===== src/rtl/comparator_serial.sv =====
// Bit-serial MSB-first unsigned magnitude comparator with registered one-hot eq/lt/gt result.
// Define COMPARATOR_SERIAL_EARLY_EXIT_EN to finish on the first differing bit-pair.
module comparator_serial #(
    parameter int unsigned WIDTH = 4
) (
    input  logic clk,
    input  logic rst_n,
    input  logic start,
    input  logic a_bit,
    input  logic b_bit,
    input  logic bit_valid,
    output logic bit_ready,
    output logic busy,
    output logic done,
    output logic eq,
    output logic lt,
    output logic gt
);

    localparam int unsigned CntW = (WIDTH > 1) ? $clog2(WIDTH) : 1;
    localparam logic [CntW-1:0] LastCnt = CntW'(WIDTH - 1);

    typedef enum logic [1:0] {StIdle, StShift, StDone} state_e;

    state_e          state_q, state_d;
    logic [CntW-1:0] cnt_q, cnt_d;
    logic            decided_q, decided_d;
    logic            a_gt_q, a_gt_d;
    logic            eq_q, eq_d;
    logic            lt_q, lt_d;
    logic            gt_q, gt_d;
    logic            beat;
    logic            differ;
    logic            last;

    assign beat   = bit_valid && (state_q == StShift);
    assign differ = !decided_q && (a_bit != b_bit);

    always_comb begin
        state_d   = state_q;
        cnt_d     = cnt_q;
        decided_d = decided_q;
        a_gt_d    = a_gt_q;
        eq_d      = eq_q;
        lt_d      = lt_q;
        gt_d      = gt_q;
        last      = 1'b0;
        unique case (state_q)
            StIdle: begin
                if (start) begin
                    state_d   = StShift;
                    cnt_d     = '0;
                    decided_d = 1'b0;
                    a_gt_d    = 1'b0;
                end
            end
            StShift: begin
                if (beat) begin
                    if (differ) begin
                        decided_d = 1'b1;
                        a_gt_d    = a_bit;
                    end
`ifdef COMPARATOR_SERIAL_EARLY_EXIT_EN
                    last = (cnt_q == LastCnt) || differ;
`else
                    last = (cnt_q == LastCnt);
`endif
                    // Counter stops at the last beat so it never wraps.
                    if (last) begin
                        state_d = StDone;
                        eq_d    = !decided_d;
                        gt_d    = decided_d && a_gt_d;
                        lt_d    = decided_d && !a_gt_d;
                    end else begin
                        cnt_d = cnt_q + CntW'(1);
                    end
                end
            end
            StDone: begin
                state_d = StIdle;
            end
            default: begin
                state_d = StIdle;
            end
        endcase
    end

    always_ff @(posedge clk or negedge rst_n) begin
        if (!rst_n) begin
            state_q   <= StIdle;
            cnt_q     <= '0;
            decided_q <= 1'b0;
            a_gt_q    <= 1'b0;
            eq_q      <= 1'b0;
            lt_q      <= 1'b0;
            gt_q      <= 1'b0;
        end else begin
            state_q   <= state_d;
            cnt_q     <= cnt_d;
            decided_q <= decided_d;
            a_gt_q    <= a_gt_d;
            eq_q      <= eq_d;
            lt_q      <= lt_d;
            gt_q      <= gt_d;
        end
    end

    assign bit_ready = (state_q == StShift);
    assign busy      = (state_q != StIdle);
    assign done      = (state_q == StDone);
    assign eq        = eq_q;
    assign lt        = lt_q;
    assign gt        = gt_q;

endmodule


===== config.mk =====
export PLATFORM = sky130hd
export DESIGN_NAME = comparator_serial
export DESIGN_NICKNAME = d
export VERILOG_FILES = /design/src/rtl/comparator_serial.sv
export SDC_FILE = /design/constraint.sdc
export NUM_CORES = 1
export LEC_CHECK = 0
export CORE_AREA = 2 2 39 41
export CTS_BUF_LIST = sky130_fd_sc_hd__clkbuf_8 sky130_fd_sc_hd__clkbuf_16
export CTS_CLUSTER_SIZE = 14
export DETAILED_ROUTE_END_ITERATION = 6
export DIE_AREA = 0 0 41 43
export SYNTH_ARGS = -nofsm -noshare
export SYNTH_HDL_FRONTEND = slang
export SYNTH_SLANG_ARGS = --single-unit
export TNS_END_PERCENT = 20

===== constraint.sdc =====
create_clock -name clk -period 2 [get_ports clk]
set_input_delay 0.4 -clock clk [delete_from_list [all_inputs] [get_ports clk]]
set_output_delay 0.4 -clock clk [all_outputs]
set_load 0.005 [all_outputs]

# Word-level counts from Yosys, hierarchy flattened
# Cells that the tools add are included.
word_totals:
  out_inout_bits: 6
  input_bits: 6
  register_bits: 9
  word_cells: 49
classes:
  addsub: 1
  reduce_logical: 14
  muxes: 19
  eq_ne: 8
ops:
  columns: ["operator", "n"]
  rows:
  - ["$mux W2", 6]
  - ["$mux W1", 9]
  - ["$reduce_and A3 Y1", 3]
  - ["$pmux W2 S2", 2]
  - ["$eq A2 B2 Y1 const B", 2]
  - ["$logic_and A1 B1 Y1", 4]
  - ["$ne A2 B1 Y1 const B", 2]
  - ["$ne A2 B2 Y1 const B", 2]
  - ["$pmux W1 S2", 2]
  - ["$reduce_and A4 Y1", 1]
  - ["$reduce_bool A2 Y1", 2]
  - ["$logic_not A1 Y1", 3]
  - ["$add A2 B1 Y2 const B", 1]
  - ["$eq A2 B1 Y1 const B", 1]
  - ["$logic_not A2 Y1", 1]
  - ["$ne A1 B1 Y1", 1]

# Longest topological paths before layout
depth:
  depth_word: 7
  mapped_depth: 4
  mapped_depth_nobuf: 4

# Worst setup path before layout
# OpenSTA, ideal clock, no wires.
synth_timing:
  path_kind: "reg2reg"
  startpoint: "register cnt_q[0]"
  endpoint: "register cnt_q[0]"
  synth_period_minus_slack_ps: 1339
  stages_incl_launch_ff: 5
  slack_ps: 661
  setup_ps: 121
  t_arrival_ps: 1218
  path_buffers: 0
  t_required_ps: 1879
  cell_sequence: "dfrtp_1 -> ha_1 -> nand2b_1 -> mux2_2 -> a22o_1"
synth_between:
  elab_chain_cells: 4
  word_cells_on_any_way: 7
  cone_classes: "1 x add/sub; 2 x eq/ne; 3 x mux; 1 x reduce/logical"
synth_lines:
  columns: ["element", "line_no", "source"]
  rows:
  - ["start, declared", "26", "logic [CntW-1:0] cnt_q, cnt_d;"]
  - ["start signal, assigned", "99", "cnt_q <= cnt_d;"]
  - ["$add A2 B1 Y2", "75", "cnt_d = cnt_q + CntW'(1);"]
  - ["$mux W2", "69", "if (last) begin"]
  - ["$mux W2", "58", "if (beat) begin"]
  - ["$pmux W2 S2", "48", "unique case (state_q)"]
# Several ways; a longest one is shown, not always the timed one. The select of a mux whose other input is x is not followed.
# A chain may end at the register's enable or synchronous reset.

# Final worst setup path
layout_timing:
  startpoint: "register state_q[0]"
  endpoint: "output busy"
layout_between:
  elab_chain_cells: 1
layout_lines:
  columns: ["element", "line_no", "source"]
  rows:
  - ["start, declared", "25", "state_e state_q, state_d;"]
  - ["start signal, assigned", "90", "state_q <= StIdle;"]
  - ["start signal, assigned", "98", "state_q <= state_d;"]
  - ["$reduce_bool A2 Y1", "109", "assign busy = (state_q != StIdle);"]
  - ["end, declared", "13", "output logic busy,"]
# No other way between the ends.

==> results by group <==
Run status
  • Outcome: finished, final reports clean

Cells and area
  • Fraction of layout instances using a drive strength above 1: 11.3%
  • Area occupied by multi-input gates: between 200 and 250 um^2
  • Utilization after layout: 46.4%
  • Non-Filler Cell Area, Final: 642 um^2
  • Cell Count, Final, Fillers Out: 78
  • FF/Latch Area: 225 um^2
  • Synth-to-Final Area Change: 34.3%
  • Number of nets at the end of the flow: 70
  • FILL cells: 139
  • N_diodes: 0

Logic synthesis
  • Largest area contributor in the netlist: sky130_fd_sc_hd__dfrtp_1
  • Async SR Flop Fraction: 100%
  • Most repeated cell in the gate-level netlist after synthesis: sky130_fd_sc_hd__dfrtp_1
  • Summed instance area of the synthesized netlist: 478 um^2
  • Number of enable-type register cells in the synthesized netlist: 0
  • Proportion of netlist area held by the largest area contributor: 47.1%
  • Register area share after synthesis: 47.1%
  • Count of different cell masters after synthesis: 22
  • Average cell area after synthesis: roughly 9.8 um^2
  • Most used flip-flop cell after synthesis: sky130_fd_sc_hd__dfrtp_1
  • Ranking of synthesized cells by instance count: sky130_fd_sc_hd__dfrtp_1 (9), sky130_fd_sc_hd__o21ai_0 (6), sky130_fd_sc_hd__nand2_1 (4)
  • Synth Register Bits: 9
  • Synth Net Count: 56
  • Post-Syn Instances: 49
  • Yosys warning total: 0
  • Top area cells in the synthesized netlist: sky130_fd_sc_hd__dfrtp_1 (47%), sky130_fd_sc_hd__o21ai_0 (6.3%), sky130_fd_sc_hd__a22o_1 (5.5%)

Floorplanning
  • Number of ports placed on the die boundary: 12
  • DIE WIDTH: 41 um
  • Starting utilization of the core area: 34.5%
  • Overall die height: around 43 um
  • Number of placement rows: 14
  • Core area: 1380 um^2
  • Die area: 1760 um^2

Placed design
  • Number of buffers added on ports: 11
  • Placer Congestion: around 0.7
  • HPWL Detailed: 706 um
  • Total placed instance area: 596 um^2
  • Setup slack at placement: 0.270 ns
  • Number of placed cells counting well taps: 74

Worst setup path
  • Crit start category: flip-flop
  • Stage delay of the slowest cell on the critical path: 0.48 ns
  • Number of cell instances on the worst register-to-register path: 4
  • Critical path data arrival time: 1.49 ns
  • Cell Chain, Critical Path: or2_2, clkdlybuf4s50_1
  • Worst Path Max Fanout: 10
  • Crit path from: state_q[0]
  • Origin of the critical flop-to-flop path: cnt_q[0]
  • Crit path required time: about 1.6 ns
  • Library cell contributing the largest single delay on the critical path: sky130_fd_sc_hd__dfrtp_1
  • Endpoint class of the critical path: output pin
  • Category of the most critical setup path: reg2out

Power
  • Leakage power of the design: 0.282 nW
  • Total power: 0.876 mW
  • Maximum resistive drop on vdd: 0.000561 V
  • Power density of the placed cells: around 1400 nW/um^2

Timing
  • Total count of max-transition violations in the final report: 0
  • Number of setup violations in the final report: 0
  • Maximum operating frequency: 528 MHz
  • Max-slew headroom: between 70 and 80%
  • Worst Clk Skew: 0.00149 ns
  • Measured slew at the worst slew-check pin: just over 0.4 ns
  • Fraction of the cycle the final worst path needs: 94.6%
  • Fin worst setup slack: 0.108 ns
  • Final hold slack: 0.463 ns
  • RSZ-0062 raised after global routing: no
  • Number of hold-slack violations in the final timing report: 0
  • Total negative setup slack: 0 ns
  • Crit path time final: 1.89 ns

Routing
  • Total routed wirelength: 922 um
  • Vias post-DR: 380
  • DRC marker count from the first detailed-route iteration: 3
  • Pre-antenna DRT Iters: 3
  • Final routed DRC violation total: 0
  • Via-to-Cell Ratio: 4.87
  • WL/cell: 11.8 um
  • Count of nets left with antenna violations after detail routing: 0

Clocking
  • Latest clock arrival within the worst-skew pair: 0.23 ns
  • Clock Path Buffers: 2
  • Clock slew at reported path FFs: around 0.050 ns
  • TritonCTS clock tree: built
  • Clock root buffer: sky130_fd_sc_hd__clkbuf_8
  • Post-CTS setup buffer count: 0
  • Number of buffers created by CTS: 3
  • Sinks on the clock net: 9
  • Total of cells resized after clock tree synthesis: 0
  • Cts-stage hold buffer count: 0
  • H-Tree Level Count: 1

Flow run
  • Max capacitance violation total: 0

Global routing
  • Maximum number of pins on one net before global-route repair: 11
  • Number of global-route vias before repair: approximately 360
  • Overflow after GRT: 0
  • Global-route wire length before repair: 1540 um
  • GRT Resource Usage Total: 14.0%
  • Initial antenna violation count: 0

Min path
  • Class of the tightest hold or removal check: in2async
==> layout by cell type, fill, tap and decap left out <==
cell type	netlist	layout
sky130_fd_sc_hd__nand2_1	4	4
sky130_fd_sc_hd__nand4b_1	1	1
sky130_fd_sc_hd__a21oi_1	3	3
sky130_fd_sc_hd__clkbuf_8	0	3
sky130_fd_sc_hd__mux2i_1	1	1
sky130_fd_sc_hd__clkdlybuf4s50_1	0	11
sky130_fd_sc_hd__inv_1	3	3
sky130_fd_sc_hd__and2b_1	1	1
sky130_fd_sc_hd__nor2_1	2	2
sky130_fd_sc_hd__a31oi_1	3	3
sky130_fd_sc_hd__nor2b_1	1	1
sky130_fd_sc_hd__a21bo_2	1	1
sky130_fd_sc_hd__nand2b_1	2	2
sky130_fd_sc_hd__o21ai_0	6	6
sky130_fd_sc_hd__or2_2	1	1
sky130_fd_sc_hd__mux2_2	1	1
sky130_fd_sc_hd__dfrtp_1	9	9
sky130_fd_sc_hd__a22o_1	3	3
sky130_fd_sc_hd__o31ai_1	1	1
sky130_fd_sc_hd__nor3b_1	2	2
sky130_fd_sc_hd__clkinv_2	0	1
sky130_fd_sc_hd__xor2_1	1	1
sky130_fd_sc_hd__ha_1	1	1
==> final timing paths <==
path / endpoint / slack [ns]
min reg2reg: eq / 0.47
max in group asynchronous: a_gt_q / 1.25
max: busy / 0.11
min in group clk: eq / 0.47
min: lt / 0.46
max reg2reg: cnt_q[0] / 0.60
==> metal layers <==
layer	global-route usage [%]	up-vias	share of wire (%)	routed length (um)
li1	-	198	-	-
met1	17.2	170	49	451
met2	17.8	10	43	393
met3	5.76	2	6.7	62
met4	12.0	0	1.5	14
met5	0	-	0	0
==> state kept, by name, summed over array words and instances, names as in the netlist <==
name / cells
a_gt_q: 1
cnt_q: 2
decided_q: 1
eq: 1
gt: 1
lt: 1
state_q: 2
==> report_power, final <==
part           internal [mW]  total [mW]  switching [mW]  leakage (nW)
Sequential             0.253       0.341          0.0877         0.112
Clock                  0.136       0.212          0.0754        0.0255
Combinational          0.207       0.324           0.117         0.144
==> worst max-delay path: cells and delay by family (launching register included) <==
family,cells,cell delay (ns)
buffers and inverters,1,0.44
flip-flops,1,0.48
AND/OR/NAND/NOR,1,0.33
==> area by class of cell <==
cell class / instances / share of cell area, %
multi-input cells: 35 / 35.7
flip-flops and latches: 9 / 35.1
repair buffers: 11 / 17.2
clock buffers: 3 / 6.43
well taps: 16 / 3.12
inverters: 3 / 1.75
clock inverters: 1 / 0.780
==> cells by family (layout without fill, tap and decap cells) <==
group	Yosys count	count (layout)	share of synthesized area [%]
AOI/OAI and AO/OA	17	17	22.5
and+or+nand+nor	14	14	16.5
DFF	9	9	47.1
buffers and inverters	5	18	4.97
muxes	2	2	4.45
adders and majority gates	1	1	2.62
xor gates and xnor gates	1	1	1.83
Note: power is estimated with default switching activity, not from simulation.
